[config.mk]
export PLATFORM = sky130hd
export DESIGN_NAME = spi_regbank_peripheral
export DESIGN_NICKNAME = d
export VERILOG_FILES = /design/src/rtl/spi_pkg.sv /design/src/rtl/spi_sync_edge.sv /design/src/rtl/spi_regbank_peripheral.sv
export SDC_FILE = /design/constraint.sdc
export NUM_CORES = 1
export LEC_CHECK = 0
export CORE_MARGIN = 4
export CORE_UTILIZATION = 33
export DETAILED_ROUTE_END_ITERATION = 12
export GPL_ROUTABILITY_DRIVEN = 0
export GPL_TIMING_DRIVEN = 0
export SETUP_SLACK_MARGIN = 0.1
export SYNTH_ARGS = -nofsm -noshare
export SYNTH_HDL_FRONTEND = slang
export SYNTH_SLANG_ARGS = --single-unit
[constraint.sdc]
create_clock -name clk -period 2.28 [get_ports clk]
set_input_delay 0.456 -clock clk [delete_from_list [all_inputs] [get_ports clk]]
set_output_delay 0.456 -clock clk [all_outputs]
set_load 0.1 [all_outputs]
[src/rtl/spi_pkg.sv]
// Shared types and helpers for the SPI register-bank peripheral.
package spi_pkg;

  typedef enum logic [2:0] {IDLE, CMD, ADDR, DATA, HOLD} spi_state_e;

  localparam logic SPI_WRITE = 1'b1;
  localparam logic SPI_READ  = 1'b0;

  function automatic int frame_len(input int addr_w, input int data_w);
    return 1 + addr_w + data_w;
  endfunction

endpackage

[src/rtl/spi_sync_edge.sv]
// Multi-flop synchroniser for an asynchronous pin, with rise/fall detection
// on the synchronised level.
module spi_sync_edge #(
  parameter int   STAGES    = 2,
  parameter logic RESET_VAL = 1'b0
) (
  input  logic clk,
  input  logic rst_n,
  input  logic async_sig,
  output logic level,
  output logic rise,
  output logic fall
);

  logic [STAGES-1:0] sync_q;
  logic              prev_q;

  // NOTE: non-blocking assignments so each stage captures the previous stage's old value.
  always_ff @(posedge clk or negedge rst_n) begin
    if (!rst_n) begin
      sync_q <= {STAGES{RESET_VAL}};
      prev_q <= RESET_VAL;
    end else begin
      sync_q <= {sync_q[STAGES-2:0], async_sig};
      prev_q <= sync_q[STAGES-1];
    end
  end

  assign level = sync_q[STAGES-1];
  assign rise  = level & ~prev_q;
  assign fall  = ~level & prev_q;

endmodule

[src/rtl/spi_regbank_peripheral.sv]
// SPI mode-0 register bank: RW + address + data frames, write commit on
// chip-select release, read-back over cipo, frame-length error pulse.
module spi_regbank_peripheral
  import spi_pkg::*;
#(
  parameter int NUM_REGS    = 5,
  parameter int DATA_W      = 8,
  parameter int ADDR_W      = 7,
  parameter int SYNC_STAGES = 2
) (
  input  logic                         clk,
  input  logic                         rst_n,
  input  logic                         ncs,
  input  logic                         sclk,
  input  logic                         copi,
  output logic                         cipo,
  output logic                         cipo_oe,
  output logic [NUM_REGS*DATA_W-1:0]   regs,
  output logic [NUM_REGS-1:0]          wr_strobe,
  output logic                         frame_err
);

  localparam int FRAME_LEN = frame_len(ADDR_W, DATA_W);
  localparam int CNT_W     = $clog2(FRAME_LEN + 1);
  localparam logic [CNT_W-1:0] CNT_FRAME    = CNT_W'(FRAME_LEN);
  localparam logic [CNT_W-1:0] CNT_SAT      = CNT_W'(FRAME_LEN + 1);
  localparam logic [CNT_W-1:0] CNT_ADDR_END = CNT_W'(ADDR_W);
  localparam logic [CNT_W-1:0] CNT_DATA_END = CNT_W'(ADDR_W + DATA_W);
  localparam logic [CNT_W-1:0] CNT_DATA_1ST = CNT_W'(ADDR_W + 1);

  logic ncs_s, cs_rise, cs_fall;
  logic sclk_rise, sclk_fall, sclk_level_unused;
  logic copi_s, copi_rise_unused, copi_fall_unused;

  // ncs resets to "selected" so a frame already in progress at reset release
  // produces no cs_fall and is never resumed.
  spi_sync_edge #(.STAGES(SYNC_STAGES), .RESET_VAL(1'b0)) u_ncs (
    .clk(clk), .rst_n(rst_n), .async_sig(ncs),
    .level(ncs_s), .rise(cs_rise), .fall(cs_fall));

  spi_sync_edge #(.STAGES(SYNC_STAGES), .RESET_VAL(1'b0)) u_sclk (
    .clk(clk), .rst_n(rst_n), .async_sig(sclk),
    .level(sclk_level_unused), .rise(sclk_rise), .fall(sclk_fall));

  spi_sync_edge #(.STAGES(SYNC_STAGES), .RESET_VAL(1'b0)) u_copi (
    .clk(clk), .rst_n(rst_n), .async_sig(copi),
    .level(copi_s), .rise(copi_rise_unused), .fall(copi_fall_unused));

  logic sel_rise, sel_fall;
  assign sel_rise = sclk_rise & ~ncs_s;
  assign sel_fall = sclk_fall & ~ncs_s;

  spi_state_e          state_q;
  logic [CNT_W-1:0]    cnt_q;
  logic                rw_q;
  logic [ADDR_W-1:0]   addr_q;
  logic [DATA_W-1:0]   data_q;
  logic [DATA_W-1:0]   shift_q;
  logic                load_q;
  logic [DATA_W-1:0]   reg_q [NUM_REGS];
  logic [DATA_W-1:0]   rd_val;

  // NOTE: every always_comb output gets a default first so no latch is inferred.
  always_comb begin
    rd_val = '0;
    for (int i = 0; i < NUM_REGS; i++)
      if (addr_q == ADDR_W'(i)) rd_val = reg_q[i];
  end

  always_ff @(posedge clk or negedge rst_n) begin
    if (!rst_n) begin
      state_q   <= IDLE;
      cnt_q     <= '0;
      rw_q      <= SPI_READ;
      addr_q    <= '0;
      data_q    <= '0;
      shift_q   <= '0;
      load_q    <= 1'b0;
      cipo_oe   <= 1'b0;
      wr_strobe <= '0;
      frame_err <= 1'b0;
      // NOTE: the register array is reset explicitly; downstream logic relies on all-zero regs after reset.
      for (int i = 0; i < NUM_REGS; i++) reg_q[i] <= '0;
    end else begin
      wr_strobe <= '0;
      frame_err <= 1'b0;
      load_q    <= 1'b0;
      if (load_q) shift_q <= rd_val;

      if (state_q != IDLE && cs_rise) begin
        state_q <= IDLE;
        cipo_oe <= 1'b0;
        if (cnt_q != CNT_FRAME) begin
          frame_err <= 1'b1;
        end else if (rw_q == SPI_WRITE) begin
          for (int i = 0; i < NUM_REGS; i++)
            if (addr_q == ADDR_W'(i)) begin
              reg_q[i]     <= data_q;
              wr_strobe[i] <= 1'b1;
            end
        end
      end else if (state_q == IDLE) begin
        if (cs_fall) begin
          state_q <= CMD;
          cipo_oe <= 1'b1;
          cnt_q   <= '0;
          rw_q    <= SPI_READ;
          addr_q  <= '0;
          data_q  <= '0;
          shift_q <= '0;
        end
      end else begin
        if (sel_rise) begin
          if (cnt_q != CNT_SAT) cnt_q <= cnt_q + CNT_W'(1);
          case (state_q)
            CMD: begin
              rw_q    <= copi_s;
              state_q <= ADDR;
            end
            ADDR: begin
              addr_q <= {addr_q[ADDR_W-2:0], copi_s};
              if (cnt_q == CNT_ADDR_END) begin
                state_q <= DATA;
                load_q  <= 1'b1;
              end
            end
            DATA: begin
              data_q <= {data_q[DATA_W-2:0], copi_s};
              if (cnt_q == CNT_DATA_END) state_q <= HOLD;
            end
            default: ;
          endcase
        end
        // The fall closing the last address bit precedes the MSB's sampling
        // edge, so shifting starts only after the first data bit is sampled.
        if (sel_fall && state_q == DATA && cnt_q > CNT_DATA_1ST)
          shift_q <= {shift_q[DATA_W-2:0], 1'b0};
      end
    end
  end

  assign cipo = (state_q == DATA && rw_q == SPI_READ) ? shift_q[DATA_W-1] : 1'b0;

  for (genvar g = 0; g < NUM_REGS; g++) begin : g_regs
    assign regs[g*DATA_W +: DATA_W] = reg_q[g];
  end

endmodule

==> impl_metrics.py <==
metrics = {
    "drt": {
        "detail_route_antenna_nets": 0,
        "drt-wirelength-per-cell_um": 17.8,
        "routed_via_density": 5.37,
        "drt_pre_antenna_iters": 4,
        "via_count": 3231,
        "routed_wirelength_um": 10700,
        "detail_route.drc_violations": 0,
        "drtIter0Drc": 187,
    },
    "synth": {
        "netlist.area_leader.share": 0.544,
        "synth_area_leaders": "dfrtp_1 54%, mux2_2 11%, o21ai_0 3.0%",
        "ys_dominant_reg_cell": "dfrtp_1",
        "syn-instance-count": 368,
        "syn_nets": 377,
        "yosys_register_bits": 88,
        "yosysSeqAreaShare": 0.544,
        "postSynth.asyncResetShare": 1.00,
        "synthesis.area_mm2": 0.00405,
        "postSynthAreaPerCell_um2": 11.0,
        "count_of_flip_flops_with_a_built_in_enable_after_synthesis": 0,
        "synth.largest_area_cell": "dfrtp_1",
        "most_frequent_cell_after_synthesis": "dfrtp_1",
        "ys.warnings.count": 0,
        "synthDistinctLibCells": 48,
        "post_synth_most_frequent_cells": "88 x dfrtp_1, 39 x mux2_2, 25 x nor2_1",
    },
    "cells_and_area": {
        "num_antenna_cells": 0,
        "layout-drive-gt1-share": 0.264,
        "areaGrowthSynthToFinish_pct": 34.9,
        "n_fill_cell": 1135,
        "nNetsFinal": 459,
        "postLayoutCoreUtil": 0.455,
    },
    "timing": {
        "rsz_0062_raised_after_global_routing": "yes",
        "shortest_clock_period_the_worst_path_allows_after_layout_ps": 2240,
        "slew_headroom": 0.349,
        "slew_violations": 0,
        "timing.clock.skew_ps": 9.97,
        "finalSetupViolations": 0,
        "fmax_mhz": 446,
        "min_period_over_period": 0.983,
        "final_hold_viol_count": 0,
        "fin_tns_setup_ps": 0,
        "worst_slew_pin_slew_ps": 980,
    },
    "critical_path": {
        "worst_r2r_endpoint": "regs[33]",
        "crit_path_end_kind": "register",
        "r2r-start": "addr_q[0]",
        "crit_type": "reg2reg",
        "worst_r2r_path_depth": 7,
        "critical_path.endpoint": "regs[33]",
        "timing.critical_path.required_ps": 2500,
        "arrival_time_of_data_at_the_critical_path_endpoint_ps": 2460,
        "crit_fanout": 6,
        "worst_setup_path_startpoint": "addr_q[0]",
        "critPathLaunchType": "register",
        "reg2reg_setup_slack_ps": 40,
    },
    "placement": {
        "hpwlAfterDp_um": 7200,
        "portBuffers": 52,
    },
    "power": {
        "power.static_leakage_uw": 0.00262,
        "ir_drop_v": 0.000318,
        "pwrdens_mw_per_mm2": 678,
        "power.total_uw": 3700,
    },
    "global_routing": {
        "antenna_found_initial": 0,
        "grt_usage": 0.158,
        "maximum_number_of_pins_on_one_net_before_global_route_repair": 73,
        "grt_first_pass_wirelength_um": 17500,
        "vias_in_the_first_global_route": 3228,
        "overflow": 0,
    },
    "hold_path": {
        "type_of_the_worst_min_delay_path": "reg2reg",
    },
    "floorplan": {
        "die_y_um": 119,
        "die-area_mm2": 0.0141,
        "initial_utilization": 0.337,
        "pin_count": 53,
        "core_area_mm2": 0.0120,
        "die_w_um": 119,
        "std_cell_rows": 40,
    },
    "clock_tree": {
        "htreeDepth": 3,
        "cts_root_buf": "clkbuf_16",
        "cts.clk_slew.worst_paths_ps": 60,
        "cts.sinks": 88,
        "cts_max_path_buffers": 2,
        "cts_made_buffers": 9,
        "tritoncts_clock_tree": "yes",
        "clk-insertion-delay-late_ps": 350,
    },
    "job": {
        "cap_violations": 0,
    },
    "status": {
        "outcome": "finished, final reports clean",
    },
}
==> worst min-delay path by stage <==
stage,from,to,slack [ps],cells after the start
5_1_grt,u_sclk.sync_q[0],u_sclk.sync_q[1],360,0
3_5_place_dp,u_copi.sync_q[0],u_copi.sync_q[1],340,0
4_1_cts,u_copi.sync_q[0],u_copi.sync_q[1],350,0
2_1_floorplan,rst_n,addr_q[0],160,0
6_report,u_sclk.sync_q[0],u_sclk.sync_q[1],350,0
3_3_place_gp,u_ncs.sync_q[0],u_ncs.sync_q[1],330,0
==> power breakdown <==
part | total, µW | switching [µW] | internal (µW) | leakage [µW]
clock | 1490 | 639 | 849 | 0.000138
sequential | 1650 | 46.9 | 1600 | 0.00120
combinational | 566 | 379 | 187 | 0.00128
==> per-stage QoR <==
| stage | std cells | hold slack (ps) | area, µm² | worst slack, ps |
|---|---|---|---|---|
| after floorplan | 368 | 160 | 4070 | 79.6 |
| after global placement | 567 | 333 | 4770 | -2480 |
| after detailed placement | 568 | 338 | 4790 | -310 |
| after CTS | 600 | 353 | 5330 | 9.58 |
| after global routing | 602 | 359 | 5460 | -6.57 |
| final | 602 | 351 | 5460 | 38.1 |
==> critical path: stages, from the launching register on <==
cell and delay (ps):
dfrtp_1 420, or3b_4 420, buf_6 130, or3b_1 350, clkbuf_8 150, nor3_4 190
buf_12 170, mux2_4 290
==> state kept, by name, indices dropped and copies added, names as in the netlist <==
name / cells
wr_strobe: 5
frame_err: 1
shift_q: 8
u_sclk.prev_q: 1
rw_q: 1
regs: 40
cipo_oe: 1
addr_q: 7
load_q: 1
cnt_q: 5
data_q: 8
u_ncs.sync_q: 2
state_q: 3
u_ncs.prev_q: 1
u_copi.sync_q: 2
u_sclk.sync_q: 2
==> cells by family after synthesis <==
kind of cell               after synthesis  synth area share
adders and majority gates                4            0.0124
buffers and inverters                   38            0.0374
and+or+nand+nor                        120             0.164
muxes                                   43             0.118
AOI/OAI and AO/OA                       75             0.123
DFF                                     88             0.544
==> cells in the final DEF, fill, tap and decap left out, types with 4 or more instances in the layout <==
master	n
a21oi_1	17
a221o_1	5
a31o_2	6
a31oi_1	7
buf_12	5
buf_4	11
clkbuf_1	6
clkbuf_16	9
clkbuf_2	6
dfrtp_1	86
dlygate4sd2_1	47
inv_1	20
mux2_2	11
mux2_4	28
mux2i_1	4
nand2_1	20
nand3_1	12
nand4b_1	7
nor2_1	17
nor2_2	6
nor2_4	5
nor2b_1	7
nor3_1	18
o21ai_0	23
==> layer usage <==
layer,wire (µm),track usage
met4,261,0.0702
met2,4940,0.235
met5,0,0
met3,523,0.0359
met1,5000,0.218
==> final cells by class <==
type | instances | area, µm² | share of cell area
well taps | 147 | 184 | 0.0337
clock buffers | 9 | 225 | 0.0412
multi-input cells | 242 | 1900 | 0.349
clock inverters | 7 | 71.3 | 0.0131
flip-flops and latches | 88 | 2200 | 0.404
repair buffers | 71 | 692 | 0.127
plain buffers | 16 | 96.3 | 0.0176
inverters | 22 | 82.6 | 0.0151
==> repair_timing <==
item,in CTS,in global routing
gates resized for setup,83,39
hold endpoints to repair,16,0
pin swaps,9,8
buffers inserted,15,2
hold buffers,1,0
setup endpoints to repair,104,56
Note: power is estimated with default switching activity, not from simulation.
